$ cat src/rtl/reg_wb_arbiter_pkg.sv
// Shared types for the register writeback path: widths, queued request, arbiter state.
// No logic; types only.
// No backpressure; types only.
package reg_wb_arbiter_pkg;

  localparam int RV_ADW = 5;
  localparam int RV_DPW = 32;

  typedef struct packed {
    logic [RV_ADW-1:0] rd;
    logic [RV_DPW-1:0] data;
  } wb_req_t;

  typedef enum logic {
    WB_NORMAL = 1'b0,
    WB_DRAIN  = 1'b1
  } wb_state_e;

endpackage

$ cat src/rtl/reg_wb_arbiter_fifo.sv
// Synchronous FIFO of writeback requests, with a per-slot valid view for hazard masks.
// Latency: a push is visible at head on the next cycle; there is no same-cycle pass-through.
// Backpressure: push is ignored when full, pop is ignored when empty.
module reg_wb_arbiter_fifo
  import reg_wb_arbiter_pkg::*;
#(
  parameter int DEPTH = 4
) (
  input  logic                   clk,
  input  logic                   rst_n,
  input  logic                   push_i,
  input  wb_req_t                push_dat_i,
  input  logic                   pop_i,
  output wb_req_t                head_o,
  output logic                   full_o,
  output logic                   empty_o,
  output logic [$clog2(DEPTH):0] count_o,
  output logic [DEPTH-1:0]       ent_vld_o,
  output wb_req_t                ent_o [DEPTH]
);

  localparam int PW = $clog2(DEPTH);
  localparam int CW = PW + 1;

  wb_req_t         mem_q [DEPTH];
  logic [PW-1:0]   wr_ptr_q;
  logic [PW-1:0]   rd_ptr_q;
  logic [CW-1:0]   cnt_q;
  logic            push_ok;
  logic            pop_ok;
  logic [PW-1:0]   off;

  assign full_o  = (cnt_q == CW'(DEPTH));
  assign empty_o = (cnt_q == '0);
  assign count_o = cnt_q;
  assign head_o  = mem_q[rd_ptr_q];
  assign push_ok = push_i && !full_o;
  assign pop_ok  = pop_i && !empty_o;

  // Storage array: data only, validity is tracked by pointers and count.
  always_ff @(posedge clk) begin
    if (push_ok) begin
      mem_q[wr_ptr_q] <= push_dat_i;
    end
  end

  // Pointers wrap naturally because DEPTH is a power of two.
  always_ff @(posedge clk) begin
    if (!rst_n) begin
      wr_ptr_q <= '0;
      rd_ptr_q <= '0;
      cnt_q    <= '0;
    end else begin
      if (push_ok) wr_ptr_q <= wr_ptr_q + 1'b1;
      if (pop_ok)  rd_ptr_q <= rd_ptr_q + 1'b1;
      cnt_q <= cnt_q + CW'(push_ok) - CW'(pop_ok);
    end
  end

  // A slot is live when its distance from the read pointer is below the count.
  always_comb begin
    off       = '0;
    ent_vld_o = '0;
    for (int i = 0; i < DEPTH; i++) begin
      off          = PW'(i) - rd_ptr_q;
      ent_vld_o[i] = (CW'(off) < cnt_q);
      ent_o[i]     = mem_q[i];
    end
  end

endmodule

$ cat src/rtl/reg_wb_arbiter.sv
// Merges ALU and LSU writebacks onto the reg_file write port; LSU results wait in a queue.
// Latency: ALU 1 cycle to the write port, LSU at least 2 cycles (always through the queue).
// Backpressure: lsu_ready drops when the queue is full; alu_ready drops while draining.
module reg_wb_arbiter
  import reg_wb_arbiter_pkg::*;
#(
  parameter int ADW      = RV_ADW,
  parameter int DPW      = RV_DPW,
  parameter int LQ_DEPTH = 4
) (
  input  logic              clk,
  input  logic              rst_n,
  input  logic              alu_valid,
  output logic              alu_ready,
  input  logic [ADW-1:0]    alu_rd,
  input  logic [DPW-1:0]    alu_data,
  input  logic              lsu_valid,
  output logic              lsu_ready,
  input  logic [ADW-1:0]    lsu_rd,
  input  logic [DPW-1:0]    lsu_data,
  output logic [ADW-1:0]    addr_3,
  output logic              we_3,
  output logic [DPW-1:0]    wd_3,
  output logic [2**ADW-1:0] pend_mask
);

  localparam int CW = $clog2(LQ_DEPTH) + 1;

  wb_state_e       state_q, state_d;
  logic            we_q, we_d;
  logic [ADW-1:0]  addr_q, addr_d;
  logic [DPW-1:0]  wd_q, wd_d;

  logic            alu_acc;
  logic            lsu_acc;
  logic            lq_push;
  logic            lq_pop;
  wb_req_t         lq_push_dat;
  wb_req_t         lq_head;
  logic            lq_full;
  logic            lq_empty;
  logic [CW-1:0]   lq_count;
  logic [CW-1:0]   cnt_next;
  logic [LQ_DEPTH-1:0] lq_ent_vld;
  wb_req_t         lq_ent [LQ_DEPTH];

  assign alu_ready   = (state_q == WB_NORMAL);
  assign lsu_ready   = !lq_full;
  assign alu_acc     = alu_valid && alu_ready;
  assign lsu_acc     = lsu_valid && lsu_ready;
  // Loads to x0 are accepted but never occupy a queue slot.
  assign lq_push     = lsu_acc && (lsu_rd != '0);
  // An accepted ALU request owns the port; in DRAIN no ALU request is accepted.
  assign lq_pop      = !lq_empty && !alu_acc;
  assign lq_push_dat = '{rd: lsu_rd, data: lsu_data};
  assign cnt_next    = lq_count + CW'(lq_push) - CW'(lq_pop);

  reg_wb_arbiter_fifo #(.DEPTH(LQ_DEPTH)) u_lq (
    .clk        (clk),
    .rst_n      (rst_n),
    .push_i     (lq_push),
    .push_dat_i (lq_push_dat),
    .pop_i      (lq_pop),
    .head_o     (lq_head),
    .full_o     (lq_full),
    .empty_o    (lq_empty),
    .count_o    (lq_count),
    .ent_vld_o  (lq_ent_vld),
    .ent_o      (lq_ent)
  );

  // Enter DRAIN when the queue fills; leave once it is back to half or less.
  always_comb begin
    state_d = state_q;
    case (state_q)
      WB_NORMAL: if (cnt_next == CW'(LQ_DEPTH))     state_d = WB_DRAIN;
      WB_DRAIN:  if (cnt_next <= CW'(LQ_DEPTH / 2)) state_d = WB_NORMAL;
      default:                                      state_d = WB_NORMAL;
    endcase
  end

  // Pick this cycle's write-port winner; an idle port keeps its last address/data.
  always_comb begin
    we_d   = 1'b0;
    addr_d = addr_q;
    wd_d   = wd_q;
    if (alu_acc) begin
      if (alu_rd != '0) begin
        we_d   = 1'b1;
        addr_d = alu_rd;
        wd_d   = alu_data;
      end
    end else if (lq_pop) begin
      we_d   = 1'b1;
      addr_d = lq_head.rd;
      wd_d   = lq_head.data;
    end
  end

  // State and write-port registers.
  always_ff @(posedge clk) begin
    if (!rst_n) begin
      state_q <= WB_NORMAL;
      we_q    <= 1'b0;
      addr_q  <= '0;
      wd_q    <= '0;
    end else begin
      state_q <= state_d;
      we_q    <= we_d;
      addr_q  <= addr_d;
      wd_q    <= wd_d;
    end
  end

  assign we_3   = we_q;
  assign addr_3 = addr_q;
  assign wd_3   = wd_q;

  // Destinations still owed a write: every live queue slot plus the write in flight.
  always_comb begin
    pend_mask = '0;
    for (int i = 0; i < LQ_DEPTH; i++) begin
      if (lq_ent_vld[i]) pend_mask[lq_ent[i].rd] = 1'b1;
    end
    if (we_q) pend_mask[addr_q] = 1'b1;
    pend_mask[0] = 1'b0;
  end

endmodule

$ cat config.mk
export PLATFORM = sky130hd
export DESIGN_NAME = reg_wb_arbiter
export DESIGN_NICKNAME = d
export VERILOG_FILES = /design/src/rtl/reg_wb_arbiter_pkg.sv /design/src/rtl/reg_wb_arbiter_fifo.sv /design/src/rtl/reg_wb_arbiter.sv
export SDC_FILE = /design/constraint.sdc
export NUM_CORES = 1
export LEC_CHECK = 0
export BUFFER_PORTS_ARGS = -buffer_cell sky130_fd_sc_hd__clkbuf_2
export CAP_MARGIN = 5
export CORE_ASPECT_RATIO = 0.5
export CORE_MARGIN = 1.5
export CORE_UTILIZATION = 50
export DETAILED_ROUTE_END_ITERATION = 10
export PLACE_DENSITY = 0.72
export SYNTH_ARGS = -nofsm -noshare
export SYNTH_HDL_FRONTEND = slang
export SYNTH_SLANG_ARGS = --single-unit
$ cat constraint.sdc
create_clock -name clk -period 2.43 [get_ports clk]
set_input_delay 0.243 -clock clk [delete_from_list [all_inputs] [get_ports clk]]
set_output_delay 0.243 -clock clk [all_outputs]
set_load 0.005 [all_outputs]
# Word level (Yosys, flattened, before mapping)
# Memory sizes are Yosys's and may differ from the RTL's. A register that Yosys moved wholly into a read port is not among the register bits.
# Cells that the tools add are included.
word_totals:
  input_bits: 78
  regBits: 46
  ramBits: 148
  elab_cells: 91
  mem_count: 1
  out_inout_bits: 72
mem_list:
  columns: ["memory", "words", "word_bits", "read_ports", "rd_clocked_by_memory_dff", "write_ports", "line_no", "text"]
  rows:
  - ["u_lq.mem_q", 4, 37, 5, 1, 1, "reg_wb_arbiter_fifo.sv:25", "wb_req_t mem_q [DEPTH];"]
classes:
  bitwise: 5
  n_addsub: 10
  magnitude_cmp: 15
  n_eq_ne: 3
  mux: 31
  reduce_logical: 19
op_table:
  columns: ["op", "count"]
  rows:
  - ["2-to-1 mux 32 bit", 8]
  - ["bitwise OR 32 bit", 4]
  - ["< comparator 5 x 6 -> 1 bit, second input constant", 5]
  - ["demux 1 bit (select 5 bit)", 5]
  - ["greater-or-equal comparator 5 x 1 -> 1 bit, second input constant", 5]
  - ["2-to-1 mux 5 bit", 3]
  - ["< comparator 2 x 3 -> 1 bit", 4]
  - ["2-to-1 mux 1 bit", 12]
  - ["logical AND 1 bit", 11]
  - ["nonzero test 5 bit", 2]
  - ["adder 3 x 1 -> 3 bit", 2]
  - ["== test 3 bit, second input constant", 2]
  - ["subtractor 3 x 1 -> 3 bit", 2]
  - ["adder 2 x 1 -> 2 bit, second input constant", 2]
  - ["2-to-1 mux 2 bit", 2]
  - ["subtractor 1 x 2 -> 2 bit, first input constant", 2]
  - ["subtractor 2 bit, first input constant", 2]
  - ["<= comparator 3 x 2 -> 1 bit, second input constant", 1]
  - ["zero test 1 bit", 3]
  - ["zero test 3 bit", 1]
  - ["inequality test 2 x 1 -> 1 bit, second input constant", 1]
  - ["case mux 1 bit (2 select lines)", 1]
  - ["AND reduction 2 bit", 1]
  - ["nonzero test 2 bit", 1]
  - ["NOT 1 bit", 1]

# Depth between registers and ports, before layout
# Gate-level depths: netlist of the first run.
# An unclocked memory read counts as a cell.
logic_depth:
  depth_word: 14
  ltp_mapped: 11
  ltp_nobuf: 10

# Modules after synthesis
# Synthesis of the first run repeated with hierarchy kept, for this count alone.
hier_totals:
  hier_cells: 720
  hier_area_um2: 9635.5
modules_own_cells:
  columns: ["mod", "area_each_um2", "cells_each", "n_inst", "seq_area_each_um2"]
  rows:
  - ["reg_wb_arbiter_fifo", 5998.3, 261, 1, 4624.4]
  - ["reg_wb_arbiter", 3637.2, 459, 1, 780.7]

# Worst setup path before layout of the first run
# OpenSTA, ideal clock, no wires.
synth_path:
  kind: "register to register"
  startpoint: "reg u_lq.cnt_q[1] (netlist: u_lq.count_o[1])"
  endpoint: "mem u_lq.mem_q[0][0] (netlist name), enable pin"
  slack_ns: 0.223
  stages_incl_launch_ff: 5
  path_buffers: 1
  setup_ns: 0.398
  arrival_time_ns: 1.810
  required_time_ns: 2.032
  synth_period_minus_slack_ns: 2.207
  cell_sequence: "dfxtp_1 > or3b_2 > o211a_1 > buf_6 > and2_1"
synth_between:
  elab_chain_cells: 7
synth_rtl:
  columns: ["item", "line_no", "text"]
  rows:
  - ["from (decl)", "reg_wb_arbiter_fifo.sv:28", "logic [CW-1:0] cnt_q;"]
  - ["from (signal assigned)", "reg_wb_arbiter_fifo.sv:56", "cnt_q <= cnt_q + CW'(push_ok) - CW'(pop_ok);"]
  - ["== test 3 bit (*)", "reg_wb_arbiter_fifo.sv:33", "assign full_o = (cnt_q == CW'(DEPTH));"]
  - ["zero test 1 bit (*)", "reg_wb_arbiter.sv:48", "assign lsu_ready = !lq_full;"]
  - ["via lsu_ready", "reg_wb_arbiter.sv:18", "output logic lsu_ready,"]
  - ["logical AND 1 bit", "reg_wb_arbiter.sv:50", "assign lsu_acc = lsu_valid && lsu_ready;"]
  - ["logical AND 1 bit", "reg_wb_arbiter.sv:52", "assign lq_push = lsu_acc && (lsu_rd != '0);"]
  - ["logical AND 1 bit (*)", "reg_wb_arbiter_fifo.sv:37", "assign push_ok = push_i && !full_o;"]
  - ["via u_lq.push_ok", "reg_wb_arbiter_fifo.sv:29", "logic push_ok;"]
  - ["2-to-1 mux 1 bit (*)", "reg_wb_arbiter_fifo.sv:42", "if (push_ok) begin"]
  - ["2-to-1 mux 1 bit (not written as such) (*)", "reg_wb_arbiter_fifo.sv:43", "mem_q[wr_ptr_q] <= push_dat_i;"]
  - ["to (decl)", "reg_wb_arbiter_fifo.sv:25", null]
# Mark *: on every way through the listed nets, which the timed path passes. The rest lies on a longest branch.

# Worst setup path after layout of the first run
layout_path:
  startpoint: "reg u_lq.rd_ptr_q[1]"
  endpoint: "out pend_mask[31]"
layout_between:
  elab_chain_cells: 11
  elab_cells_between_ends: 17
  classes_between: "add/sub: 4; order compare: 4; mux: 5; bitwise: 4"
layout_rtl:
  columns: ["item", "line_no", "text"]
  rows:
  - ["from (decl)", "reg_wb_arbiter_fifo.sv:27", "logic [PW-1:0] rd_ptr_q;"]
  - ["from (signal assigned)", "reg_wb_arbiter_fifo.sv:55", "if (pop_ok) rd_ptr_q <= rd_ptr_q + 1'b1;"]
  - ["subtractor 1 x 2 -> 2 bit", "reg_wb_arbiter_fifo.sv:65", "off = PW'(i) - rd_ptr_q;"]
  - ["< comparator 2 x 3 -> 1 bit", "reg_wb_arbiter_fifo.sv:66", "ent_vld_o[i] = (CW'(off) < cnt_q);"]
  - ["2-to-1 mux 32 bit", "reg_wb_arbiter.sv:123", "if (lq_ent_vld[i]) pend_mask[lq_ent[i].rd] = 1'b1;"]
  - ["bitwise OR 32 bit (no source line)", null, null]
  - ["2-to-1 mux 32 bit", "reg_wb_arbiter.sv:123", null]
  - ["bitwise OR 32 bit (no source line)", null, null]
  - ["2-to-1 mux 32 bit", "reg_wb_arbiter.sv:123", null]
  - ["bitwise OR 32 bit (no source line)", null, null]
  - ["2-to-1 mux 32 bit (*)", "reg_wb_arbiter.sv:123", null]
  - ["bitwise OR 32 bit (no source line)", null, null]
  - ["2-to-1 mux 32 bit (*)", "reg_wb_arbiter.sv:125", "if (we_q) pend_mask[addr_q] = 1'b1;"]
  - ["to (decl)", "reg_wb_arbiter.sv:24", "output logic [2**ADW-1:0] pend_mask"]
# Every way passes the cells marked *; elsewhere a longest branch is shown, timed or not.

==> summary.md, run 1 <==
Using the TritonRoute via totals, the vias-per-cell ratio works out to 5.97. For this run, design rule violations remaining after detail routing come to 0. The first-pass GRT wire length came out at 37400 um. The tools report the hold buffer count at CTS as 0. The adder-cell area share of the yosys netlist was 1.94%; the register bit total from synthesis was 196.

Counting buffers and inverters, the worst setup path is 9 cells deep. The standard-cell row count was 34. The clock passes through at most 2 buffers.

Port buffering added 148 buffers. In this run the critical register-to-register path is captured at state_q$_SDFF_PN0_. In this run the vertical extent of the chip is 98.8 um. In this run the number of H-tree levels came out at 4.

Power share of the sequential group: 39.1%. Leaving out fill and tap cells, the most frequent cell in the layout is sky130_fd_sc_hd__edfxtp_1. Traced cell by cell, the critical path runs through xnor2_4 -> inv_1 -> ha_1 -> nor2b_4 -> a211oi_4 -> buf_12 -> a22oi_1 -> nand3_1 -> buf_2.

The placer congestion estimate is 1.03, and the slew at the pin closest to its max-slew limit is 0.920 ns. The number of distinct standard cells referenced by the synthesized netlist was 42; the async set-reset flop share out of synthesis was 0%. In the final layout, the share of cells above drive strength 1 is 35.0%. Data on the critical path is required at its endpoint by 2.19 ns. The number of enable-type register cells in the synthesized netlist works out to 148. Grouping stages by cell kind, the critical path spends the most delay in buffers and inverters. For the worst flop-to-flop path, the logic depth is 11.

For the number of cells in the finished layout apart from fillers, the log shows 1111. The switching share of total power was 34.3%; the internal power consumption was 7.57 mW. The setup skew after layout was 0.0135 ns; the simple-gate share of the synthesized area was 11.2%. 0 antenna diodes ended up in the layout.

The number of ports placed on the die boundary is 150. Clock transition at the registers of the reported paths: 0.08 ns. The initial core utilization came out at 52.0%.

Category of the critical setup timing path: reg -> out. The total negative setup slack was -1.74 ns; the horizontal die dimension was 195 um. The number of routed nets with antenna violations came out at 0.

The logs give 0.43 ns for the clock latency reported for the late side of the worst-skew pair and 4.29 nW for the leakage component of the power. In this run the power spent charging and discharging nets is 3.96 mW. The largest family of logic cells by synthesized area is multiplexers. The area share of the largest cell type after synthesis works out to 48.4%. The share of the Yosys chip area taken by registers is 58.9%. Worst path setup slack after routing: -0.118 ns. The startpoint identified for the worst register-to-register timing path is u_lq.count_o[1]$_SDFF_PN0_. After the last flow step, the layout net total stands at 955. The detailed router placed 6634 vias in this run. The largest net degree at the start of global routing was 49; the area overhead of the layout relative to synthesis was 22.2%. The number of buffer and inverter instances along the worst setup path was 3; the routed wirelength normalized by instance count was 21.7 um. Of the total synthesized cell area, the portion taken by XOR and XNOR cells is 0.668%. The synthesized netlist net count is 790.

The tools report the element type at the critical path end as a primary output. On the critical path, the stage with the largest delay is an instance of sky130_fd_sc_hd__dfxtp_4. Summing the areas of all compound-gate instances in the mapped netlist gives 10.7% of the synthesized area. Global routing used 25.8% of the available tracks.

At the end of the flow the core is filled with cells to 63.5%. Setup repair after global routing could not meet its margin everywhere. The clock drives 196 sinks.

The cell count after synthesis came out at 699. The run finished, with violations left. TritonCTS built the clock tree. Along the worst path, the maximum fanout reaches 16. The remaining global-route overflow was 0; the reg-to-reg setup timing slack was 0.08 ns. Combinational logic burns 37.3% of the power. For this run, the top clock speed supported by timing is 0.392 GHz.

The clock network burns 23.5% of the power. In this run, CTS created clock tree buffers numbering 17. The worst pin sits at a relative slew slack of 38.7%. Summing internal, switching and leakage power gives 11.5 mW.

The number of violations of the max-capacitance limit is 0. For the via count of the first global-routing pass, the log shows 6582. In this run the clock root is driven by a sky130_fd_sc_hd__clkbuf_16. In this design, the stage delay of the slowest critical-path cell is 0.37 ns. The number of hold violations in the final report came out at 0. Counting I/O delays and the setup requirement, the final critical path takes 2.55 ns. Of all cell types, the one taking the most synthesized area is sky130_fd_sc_hd__edfxtp_1.

Total count of max-transition violations in the final report: 0. The type of the most critical hold path was in -> reg. The final critical path takes up 105% of the cycle. The initial DRC count was 585; the total standard cell area after synthesis was 0.00918 mm2. For this run, the number of Yosys warnings is 0. For the worst setup path, the data arrival time is 2.31 ns.

The proportion of synthesized area in mux cells is 13.2%, and the power density over the cells is 1030 mW/mm2. For the worst voltage drop across the vdd grid, the log shows 0.593 mV. The final reports fail on setup timing. The HPWL after detailed placement is 16700 um. For the floorplan core area, the log shows 0.0177 mm2. Sorting the synthesized cells by area gives the leading types as sky130_fd_sc_hd__edfxtp_1, sky130_fd_sc_hd__dfxtp_1, sky130_fd_sc_hd__mux4_2. The run gives 0.0192 mm2 as the die area. The end of the critical path is pend_mask[31]. The average instance in the mapped netlist occupies 13.1 um2. The hold path depth was 1.

Setup violations remaining at the end of the flow were counted as 31. The pre-antenna-repair detailed-routing pass consisted of 6 iterations. After routing the design area is 0.0112 mm2. Beginning of the critical path: u_lq.rd_ptr_q[1]$_SDFFE_PN0P_. Once placement finished, the instance area stood at 0.0103 mm2.

Startpoint type of the worst setup path: a flop. The routed wire length came out at 24100 um. In the layout the commonest cells are sky130_fd_sc_hd__edfxtp_1, sky130_fd_sc_hd__clkbuf_2, sky130_fd_sc_hd__a22oi_1.

Among all flip-flop cells after synthesis, the most frequent one is sky130_fd_sc_hd__edfxtp_1. Counting tap cells, the placed design contains a total of 1068 instances. The number of antenna violations at the first check in global routing is 0.
synthesized netlist by cell type (2+ instances only):
cell type / count
sky130_fd_sc_hd__edfxtp_1: 148
sky130_fd_sc_hd__a22oi_1: 59
sky130_fd_sc_hd__dfxtp_1: 48
sky130_fd_sc_hd__nand2_1: 42
sky130_fd_sc_hd__a21oi_1: 41
sky130_fd_sc_hd__nor2_1: 39
sky130_fd_sc_hd__mux2i_1: 38
sky130_fd_sc_hd__o21ai_0: 38
sky130_fd_sc_hd__mux4_2: 37
sky130_fd_sc_hd__nand3_1: 32
sky130_fd_sc_hd__nor3_1: 27
sky130_fd_sc_hd__nand2b_1: 18
sky130_fd_sc_hd__inv_1: 17
sky130_fd_sc_hd__clkbuf_1: 13
sky130_fd_sc_hd__buf_2: 12
sky130_fd_sc_hd__nor2b_1: 12
sky130_fd_sc_hd__and2_1: 11
sky130_fd_sc_hd__ha_1: 11
sky130_fd_sc_hd__buf_4: 7
sky130_fd_sc_hd__buf_6: 7
sky130_fd_sc_hd__a211oi_4: 4
sky130_fd_sc_hd__nor3b_1: 4
sky130_fd_sc_hd__nor4_1: 4
sky130_fd_sc_hd__xor2_1: 4
sky130_fd_sc_hd__xnor2_1: 3
sky130_fd_sc_hd__a211oi_2: 2
sky130_fd_sc_hd__and3b_1: 2
sky130_fd_sc_hd__fa_1: 2
sky130_fd_sc_hd__nand3b_1: 2
sky130_fd_sc_hd__o211a_1: 2
sky130_fd_sc_hd__or3b_2: 2
how the worst min path moves through the flow:
stage	start	end	slack, ns
after global placement	lsu_data[31]	u_lq.mem_q[2][31]$_DFFE_PP_	0.46
after floorplan	lsu_data[0]	u_lq.mem_q[0][0]$_DFFE_PP_	0.34
final	lsu_data[8]	u_lq.mem_q[0][8]$_DFFE_PP_	0.02
after CTS	lsu_data[19]	u_lq.mem_q[0][19]$_DFFE_PP_	0.01
after detailed placement	lsu_data[10]	u_lq.mem_q[2][10]$_DFFE_PP_	0.47
after global routing	lsu_data[9]	u_lq.mem_q[3][9]$_DFFE_PP_	0.01
logic make-up after synthesis:
kind of cell / count (synthesis)
AOI/OAI and AO/OA: 148
xor gates and xnor gates: 7
adders and majority gates: 13
buffers and inverters: 57
DFF: 196
muxes: 75
other: 1
and+or+nand+nor: 202
repair_timing:
action / 4_1_cts / 5_1_grt
gates cloned: 2 / 0
buffers inserted: 9 / 1
pin swaps: 24 / 6
endpoints found under the setup margin: 31 / 33
gates resized for setup: 29 / 34
routing by layer:
| layer | up-vias | GRT usage, % | part of all wire, % |
|---|---|---|---|
| met1 | 3225 | 33.0 | 40 |
| met2 | 339 | 44.8 | 50 |
| met5 | - | 0 | 0 |
| li1 | 3018 | - | - |
| met4 | 0 | 6.73 | 1.8 |
| met3 | 52 | 5.92 | 8.4 |
through the flow:
stage / hold WS [ns] / setup WS [ns]
2_1_floorplan: 0.342 / 0.223
3_3_place_gp: 0.460 / -0.0352
3_5_place_dp: 0.466 / -0.0319
4_1_cts: 0.0142 / -0.0949
5_1_grt: 0.0132 / -0.205
6_report: 0.0247 / -0.118
power groups by stage:
stage	registers [mW]	logic, mW	clock network (mW)
after floorplan	4.47	2.53	0
after global placement	4.53	3.74	0
after detailed placement	4.56	3.74	0
after CTS	4.50	4.22	2.75
after global routing	4.57	4.63	2.89
final	4.51	4.31	2.71
worst reg2reg max path, cell delays in order (launching register included):
cell and delay (ns):
sky130_fd_sc_hd__dfxtp_1 0.32, sky130_fd_sc_hd__buf_4 0.16, sky130_fd_sc_hd__nor3_1 0.31, sky130_fd_sc_hd__nor2_1 0.13
sky130_fd_sc_hd__ha_1 0.29, sky130_fd_sc_hd__inv_1 0.09, sky130_fd_sc_hd__ha_1 0.14, sky130_fd_sc_hd__inv_1 0.05
sky130_fd_sc_hd__fa_1 0.37, sky130_fd_sc_hd__xor2_1 0.18, sky130_fd_sc_hd__a21oi_1 0.12, sky130_fd_sc_hd__o21ai_0 0.09
sequential cells by signal (all words and copies together) (netlist names), named ones only:
name,cells
u_lq.wr_ptr_q,2
we_3,1
state_q,1
addr_3,5
wd_3,32
u_lq.mem_q,148
u_lq.rd_ptr_q,2
u_lq.count_o,3
layout make-up:
| type | instances | area, um2 |
|---|---|---|
| Tap cell | 234 | 293 |
| Timing Repair Buffer | 186 | 1190 |
| Fill cell | 1333 | 6440 |
| Clock buffer | 17 | 425 |
| Clock inverter | 15 | 158 |
| Sequential cell | 196 | 5420 |
| Multi-Input combinational cell | 446 | 3670 |
| Inverter | 17 | 63.8 |
(Power assumes the default switching activity.)
==> inputs of run 2 (changes only) <==
- HOLD_SLACK_MARGIN: unset -> 0.05
- clock period: 2.43 -> 3.1 ns (I/O delays scaled with it)
==> summary.md, run 2 (same netlist as run 1, synthesis figures left out) <==
For this design the static power due to leakage is 4.04 nW. At the later pin of the worst-skew pair, clock insertion delay measures 0.43 ns. Between clock sinks in the finished design, the worst skew comes to 0.0136 ns. The delay of the slowest critical-path stage was 0.49 ns; the number of violations of the max-capacitance limit was 0. The max-slew headroom at the worst pin came out at 30.8%. Clock tree synthesis found a total of 196 sinks. The tools report the total iterations of the first detailed-routing run as 6. The die covers 0.0192 mm2.

For the post-DP HPWL, the log shows 16000 um. The repair_antennas step left the layout with diodes totalling 0. The die is 195 um wide. Leaving out fill and tap cells, the most frequent cells in the layout are sky130_fd_sc_hd__clkbuf_2, sky130_fd_sc_hd__edfxtp_1, sky130_fd_sc_hd__a22oi_1. The number of H-tree levels came out at 4. The register with the most flip-flops in the layout has 148 of them. The run gives 150 as the number of ports placed on the die boundary. Detailed routing inserted a total of 6421 vias.

After layout, the design draws a total of 8.45 mW. The tools report the post-CTS setup buffer count as 0. Entering global routing, the biggest net connects 76 pins. Total negative setup slack: 0 ns.

The worst setup path is of the reg -> out kind. After floorplanning, the core was sized to cover 0.0177 mm2. TritonCTS built the clock tree. The worst register-to-register path ends at state_q$_SDFF_PN0_. The tree is rooted in a sky130_fd_sc_hd__clkbuf_16.

The flow ran to the end, and the final reports show no timing, DRC or antenna violations. The placer congestion estimate is 1.02, and the data required time of the critical path is 2.79 ns. In the final design database the tool counted 934 nets.

In this run the remaining antenna-violating nets after routing total 0. Using the TritonRoute via totals, the vias-per-cell ratio works out to 5.89. For this design the ratio of total power to cell area is 788 mW/mm2. Setup repair after global routing left no endpoint under its margin. In the global route stage, overall resource usage came out at 25.6%. Type of the most critical hold path: in -> reg.

Post-CTS repair changed the size of 0 cells. In the final layout, the share of cells above drive strength 1 is 29.6%. Of the available clock period, the critical path in the final layout requires 94.5%.

At the pin with the least slew margin, the transition time is 1.04 ns. Number of antenna violations at the first check in global routing: 0. The hold buffer count at CTS is 0. The critical path goes through inv_1 -> ha_1 -> nor2b_1 -> a211oi_4 -> buf_4 -> a22oi_1 -> nand3_1 -> clkbuf_2. Across all register-to-register paths, the minimum setup slack is 0.64 ns.

Area of all placed cells without fillers: 0.0107 mm2. In this run the worst setup path terminates at pend_mask[12]. Hold is met by 0.0895 ns. The tools report the beginning of the critical path as u_lq.count_o[1]$_SDFF_PN0_. Setup violations remaining at the end of the flow were counted as 0. Timing would allow up to 0.341 GHz.

Vertical die dimension: 98.8 um. The via count of the first global-routing pass is 6563, and the area overhead of the layout relative to synthesis is 16.8%. The startpoint type of the worst setup path is a flop. The first routing iteration left 481 violations. The standard-cell row count was 34; the placed cell area was 0.0101 mm2. Final period demand of the worst path: 2.93 ns.

u_lq.mem_q holds more flip-flops than any other register. Cell type of the slowest stage on the worst timing path: sky130_fd_sc_hd__dfxtp_1. VDD sags by at most 0.409 mV. For the worst flop-to-flop path, the logic depth is 10.

The total of buffers placed on input and output ports works out to 148. Clock-pin slew was measured on the worst setup and hold paths at 0.08 ns. The logs give 0 for the number of hold violations in the final report and 52.0% for the initial core utilization. The arrival time at the worst endpoint came out at 2.62 ns. The launch point of the worst reg-to-reg path was u_lq.count_o[2]$_SDFF_PN0_.

In the final routed layout, each cell accounts on average for 21.6 um. For the total count of max-transition violations in the final report, the log shows 0. Summed over all layers, the global routing overflow is 0. The longest clock path from root to sink contains 2 buffers. The run gives 37100 um as the first-pass GRT wire length. The tools report the element type at the critical path end as a primary output. TritonCTS created 17 clock buffers. For this run, design rule violations remaining after detail routing come to 0. Wires add up to 23600 um. The largest driver fanout on the critical path came out at 9.
run 2: cell count changes in the layout (fill, tap and decap cells not counted), sizes merged:
| cell | change |
|---|---|
| clkinvlp | +1 |
| buf | -32 |
| inv | -1 |
| bufbuf | -1 |
| clkbuf | +12 |
run 2: worst min-delay path by stage:
stage	to	slack, ns	cells past startpoint	startpoint
CTS	u_lq.mem_q[1][19]$_DFFE_PP_	0.08	1	lsu_data[19]
floorplan	u_lq.mem_q[0][0]$_DFFE_PP_	0.41	0	lsu_data[0]
global placement	state_q$_SDFF_PN0_	0.51	2	state_q$_SDFF_PN0_
global route	u_lq.mem_q[2][19]$_DFFE_PP_	0.09	1	lsu_data[19]
detailed placement	wd_3[10]$_SDFFE_PN0P_	0.53	2	wd_3[10]$_SDFFE_PN0P_
finish	u_lq.mem_q[1][19]$_DFFE_PP_	0.09	1	lsu_data[19]
run 2: final cells by class:
cell class	instances	area (um2)
inverter	17	63.8
fill	1392	6940
clock buffer	17	425
timing repair buffer	165	906
multi-input combinational	446	3480
tap	234	293
sequential	196	5410
clock inverter	15	145
run 2: routing by layer:
metal / GRT usage [%] / part of all wire, % / vias to the layer above
met3: 4.48 / 6.3 / 53
li1: - / - / 2985
met4: 10.4 / 2.8 / 0
met2: 43.0 / 49 / 265
met5: 0 / 0 / -
met1: 33.5 / 42 / 3118
run 2: critical path: cells and delay by family, from the launching register on:
kind                     cells  cell delay (ns)
buffers and inverters        3             0.52
adder cells (fa/ha/maj)      1             0.31
AND/OR/NAND/NOR              2             0.31
AO/OA/AOI/OAI                2             0.56
flip-flops                   1             0.49
run 2: power by group:
group | switching [mW] | internal (mW) | total [mW]
clock network | 1.04 | 1.07 | 2.11
logic | 1.56 | 1.20 | 2.76
registers | 0.325 | 3.26 | 3.58
run 2: stage by stage:
step / utilization, % / cells / setup slack [ns]
CTS: 60.7 / 1090 / 0.170
global route: 60.7 / 1090 / 0.000547
floorplan: - / 699 / 0.893
global placement: 57.5 / 1058 / 0.631
detailed placement: 57.5 / 1058 / 0.628
finish: 60.7 / 1090 / 0.171
==> inputs of run 3 (changes only) <==
- CORE_ASPECT_RATIO: 0.5 -> 1.25
==> summary.md, run 3 (same netlist as run 1, synthesis figures left out) <==
The flow ran to the end, and the final reports show no timing, DRC or antenna violations. The cell type of the slowest stage on the worst timing path was sky130_fd_sc_hd__nor3b_4. Clock root buffer: sky130_fd_sc_hd__clkbuf_16. Counting both buffers and inverters, the worst setup path holds a total of 2. Along the worst path, the maximum fanout reaches 16. The tools report the antenna diode count as 0. During I/O placement, the number of pins put on the boundary was 150. The final layout contains routed wiring with a total length of 22600 um. For the number of buffers on the longest clock path, the log shows 2.

STA classifies the critical path endpoint as a primary output. Setup repair after global routing left no endpoint under its margin. The die area was 0.0192 mm2. The vertical die dimension is 154 um, and the fraction of layout cells with a size suffix above 1 is 29.3%. The remaining global-route overflow was 0. After floorplanning, the core was divided into 55 placement rows. Setup total negative slack on the finished layout was measured at 0 ns. STA classifies the critical path startpoint as a flop. The number of placed instances, taps included, is 1048. The worst path in the final design needs a cycle of 2.82 ns, including I/O delays and setup. The floorplan core area was 0.0180 mm2. In this run the remaining antenna-violating nets after routing total 0. The internal power of the cells totals 5.62 mW.

At the pin with the least slew margin, the transition time is 1.07 ns. Detailed placement finished with a half-perimeter wire length of 15100 um. Leaving out fill and tap cells, the most frequent cells in the layout are sky130_fd_sc_hd__clkbuf_2, sky130_fd_sc_hd__edfxtp_1, sky130_fd_sc_hd__a22oi_1. The number of antenna violations at the first check in global routing is 1, and the switching share of total power is 34.0%. For this design the static power due to leakage is 4.04 nW. For the total count of max-transition violations in the final report, the log shows 0. Type of the most critical hold path: in -> reg. The residual DRC count was 0; the data required time of the critical path was 2.79 ns. The tools report the combinational cell fraction of total power as 31.8%.

Excluding fillers, the count of instances in the completed layout stands at 1080. The final net count is 930. For the power share of the sequential group, the log shows 42.4%.

Walking the worst path, the cells encountered are inv_1 -> ha_1 -> a211oi_2 -> nor3b_4 -> a22oi_1 -> nand3_1 -> clkbuf_2. Summed over all nets, the switching power comes to 2.89 mW. Dividing the detail-routed wire length by the instance count gives 20.9 um. The hold path depth was 1; the vias after detailed routing was 6498.

The first global-routing pass estimated 34700 um of wire. Global routing used 24.2% of the available tracks across all layers. Before antenna repair, the detailed router went through 5 iterations. After clock tree synthesis, the clock-pin slew on the worst setup and hold paths is 0.07 ns. Buffers inserted during clock tree synthesis total 17. In this run the power density over the cells is 795 mW/mm2. The congestion estimate from routability-driven global placement came to 0.960. The total of buffers placed on input and output ports is 148, and the number of violations of the max-capacitance limit is 0. The worst setup path is of the reg -> out kind.

The delay of the slowest critical-path stage came out at 0.60 ns. The max-slew headroom at the worst pin was 28.6%; the clock latency reported for the late side of the worst-skew pair was 0.43 ns. For this design, the sink count on the clock tree is 196. After clock tree synthesis, the flow added hold-fix buffers numbering 0.

The register containing the most flip-flops in the final layout was u_lq.mem_q. The setup skew after layout is 0.0241 ns, and the initial DRC count is 614. Entering global routing, the biggest net connects 76 pins. The final setup violation count is 0, and the critical path depth is 7. For the number of hold violations in the final report, the log shows 0. In this run the number of H-tree levels came out at 4. At the worst endpoint, the arrival time is 2.51 ns.

Using the TritonRoute via totals, the vias-per-cell ratio works out to 6.02. For the worst flop-to-flop path, the logic depth is 10. For this configuration, the core starts out at a cell density of 50.9%. The final critical path takes up 90.9% of the cycle. The tools report the via count of the first global-routing pass as 6307.

The cell family contributing the most delay on the critical path was simple AND/OR/NAND/NOR gates. Static timing analysis puts the maximum clock frequency at 0.355 GHz. The horizontal die dimension came out at 124 um.

TritonCTS built the clock tree. After clock tree synthesis, the setup repair step added 0 buffers. The clock network power share is 25.8%. The number of flip-flops in the largest register was 148. VDD sags by at most 0.476 mV. Area overhead of the layout relative to synthesis: 16.7%.
[run 3: cell count changes in the layout (fill, tap and decap cells not counted), moves of 2 or more]
cell                         change
sky130_fd_sc_hd__buf_4           -2
sky130_fd_sc_hd__clkinvlp_4      -2
sky130_fd_sc_hd__clkinv_8        +2
sky130_fd_sc_hd__inv_6           +2
sky130_fd_sc_hd__buf_12          -2
[run 3: final timing paths]
kind | from | end | slack [ns]
worst max-delay path | u_lq.count_o[1]$_SDFF_PN0_ | pend_mask[9] | 0.28
worst min-delay path | lsu_data[20] | u_lq.mem_q[1][20]$_DFFE_PP_ | 0.10
worst max register to register | u_lq.count_o[2]$_SDFF_PN0_ | state_q$_SDFF_PN0_ | 0.69
worst min register to register | state_q$_SDFF_PN0_ | state_q$_SDFF_PN0_ | 0.54
[run 3: stage by stage]
| step | worst slack (ns) | total power [mW] | utilization [%] | hold slack (ns) | area [um2] |
|---|---|---|---|---|---|
| 2_1_floorplan | 0.893 | 5.48 | - | 0.409 | 9180 |
| 3_3_place_gp | 0.530 | 6.30 | 55.9 | 0.527 | 10100 |
| 3_5_place_dp | 0.488 | 6.32 | 55.9 | 0.528 | 10100 |
| 4_1_cts | 0.0387 | 8.54 | 59.3 | 0.0882 | 10700 |
| 5_1_grt | 0.0818 | 8.95 | 59.4 | 0.0886 | 10700 |
| 6_report | 0.281 | 8.51 | 59.4 | 0.102 | 10700 |
[run 3: per-layer routing]
| metal | global-route usage (%) | share of wire (%) | vias to the layer above |
|---|---|---|---|
| li1 | - | - | 2966 |
| met1 | 30.2 | 39 | 3094 |
| met2 | 40.2 | 49 | 351 |
| met3 | 5.05 | 7.0 | 87 |
| met4 | 10.8 | 4.3 | 0 |
| met5 | 0 | 0 | - |
[run 3: power groups by stage]
stage / Sequential, mW / Combinational [mW] / Clock (mW)
after floorplan: 3.50 / 1.98 / 0
after global placement: 3.64 / 2.66 / 0
after detailed placement: 3.65 / 2.67 / 0
after CTS: 3.60 / 2.70 / 2.24
after global routing: 3.65 / 2.97 / 2.34
final: 3.61 / 2.71 / 2.20
[run 3: timing repair]
item | CTS | global route
hold endpoints to repair | 0 | 0
resized for setup | 0 | 2
setup endpoints to repair | 0 | 16
[run 3: cell type report]
class | instances | area, um2
well taps | 228 | 285
multi-input cells | 446 | 3490
fillers | 1477 | 7320
flip-flops and latches | 196 | 5410
inverters | 17 | 63.8
clock buffers | 17 | 425
repair buffers | 161 | 851
clock inverters | 15 | 185
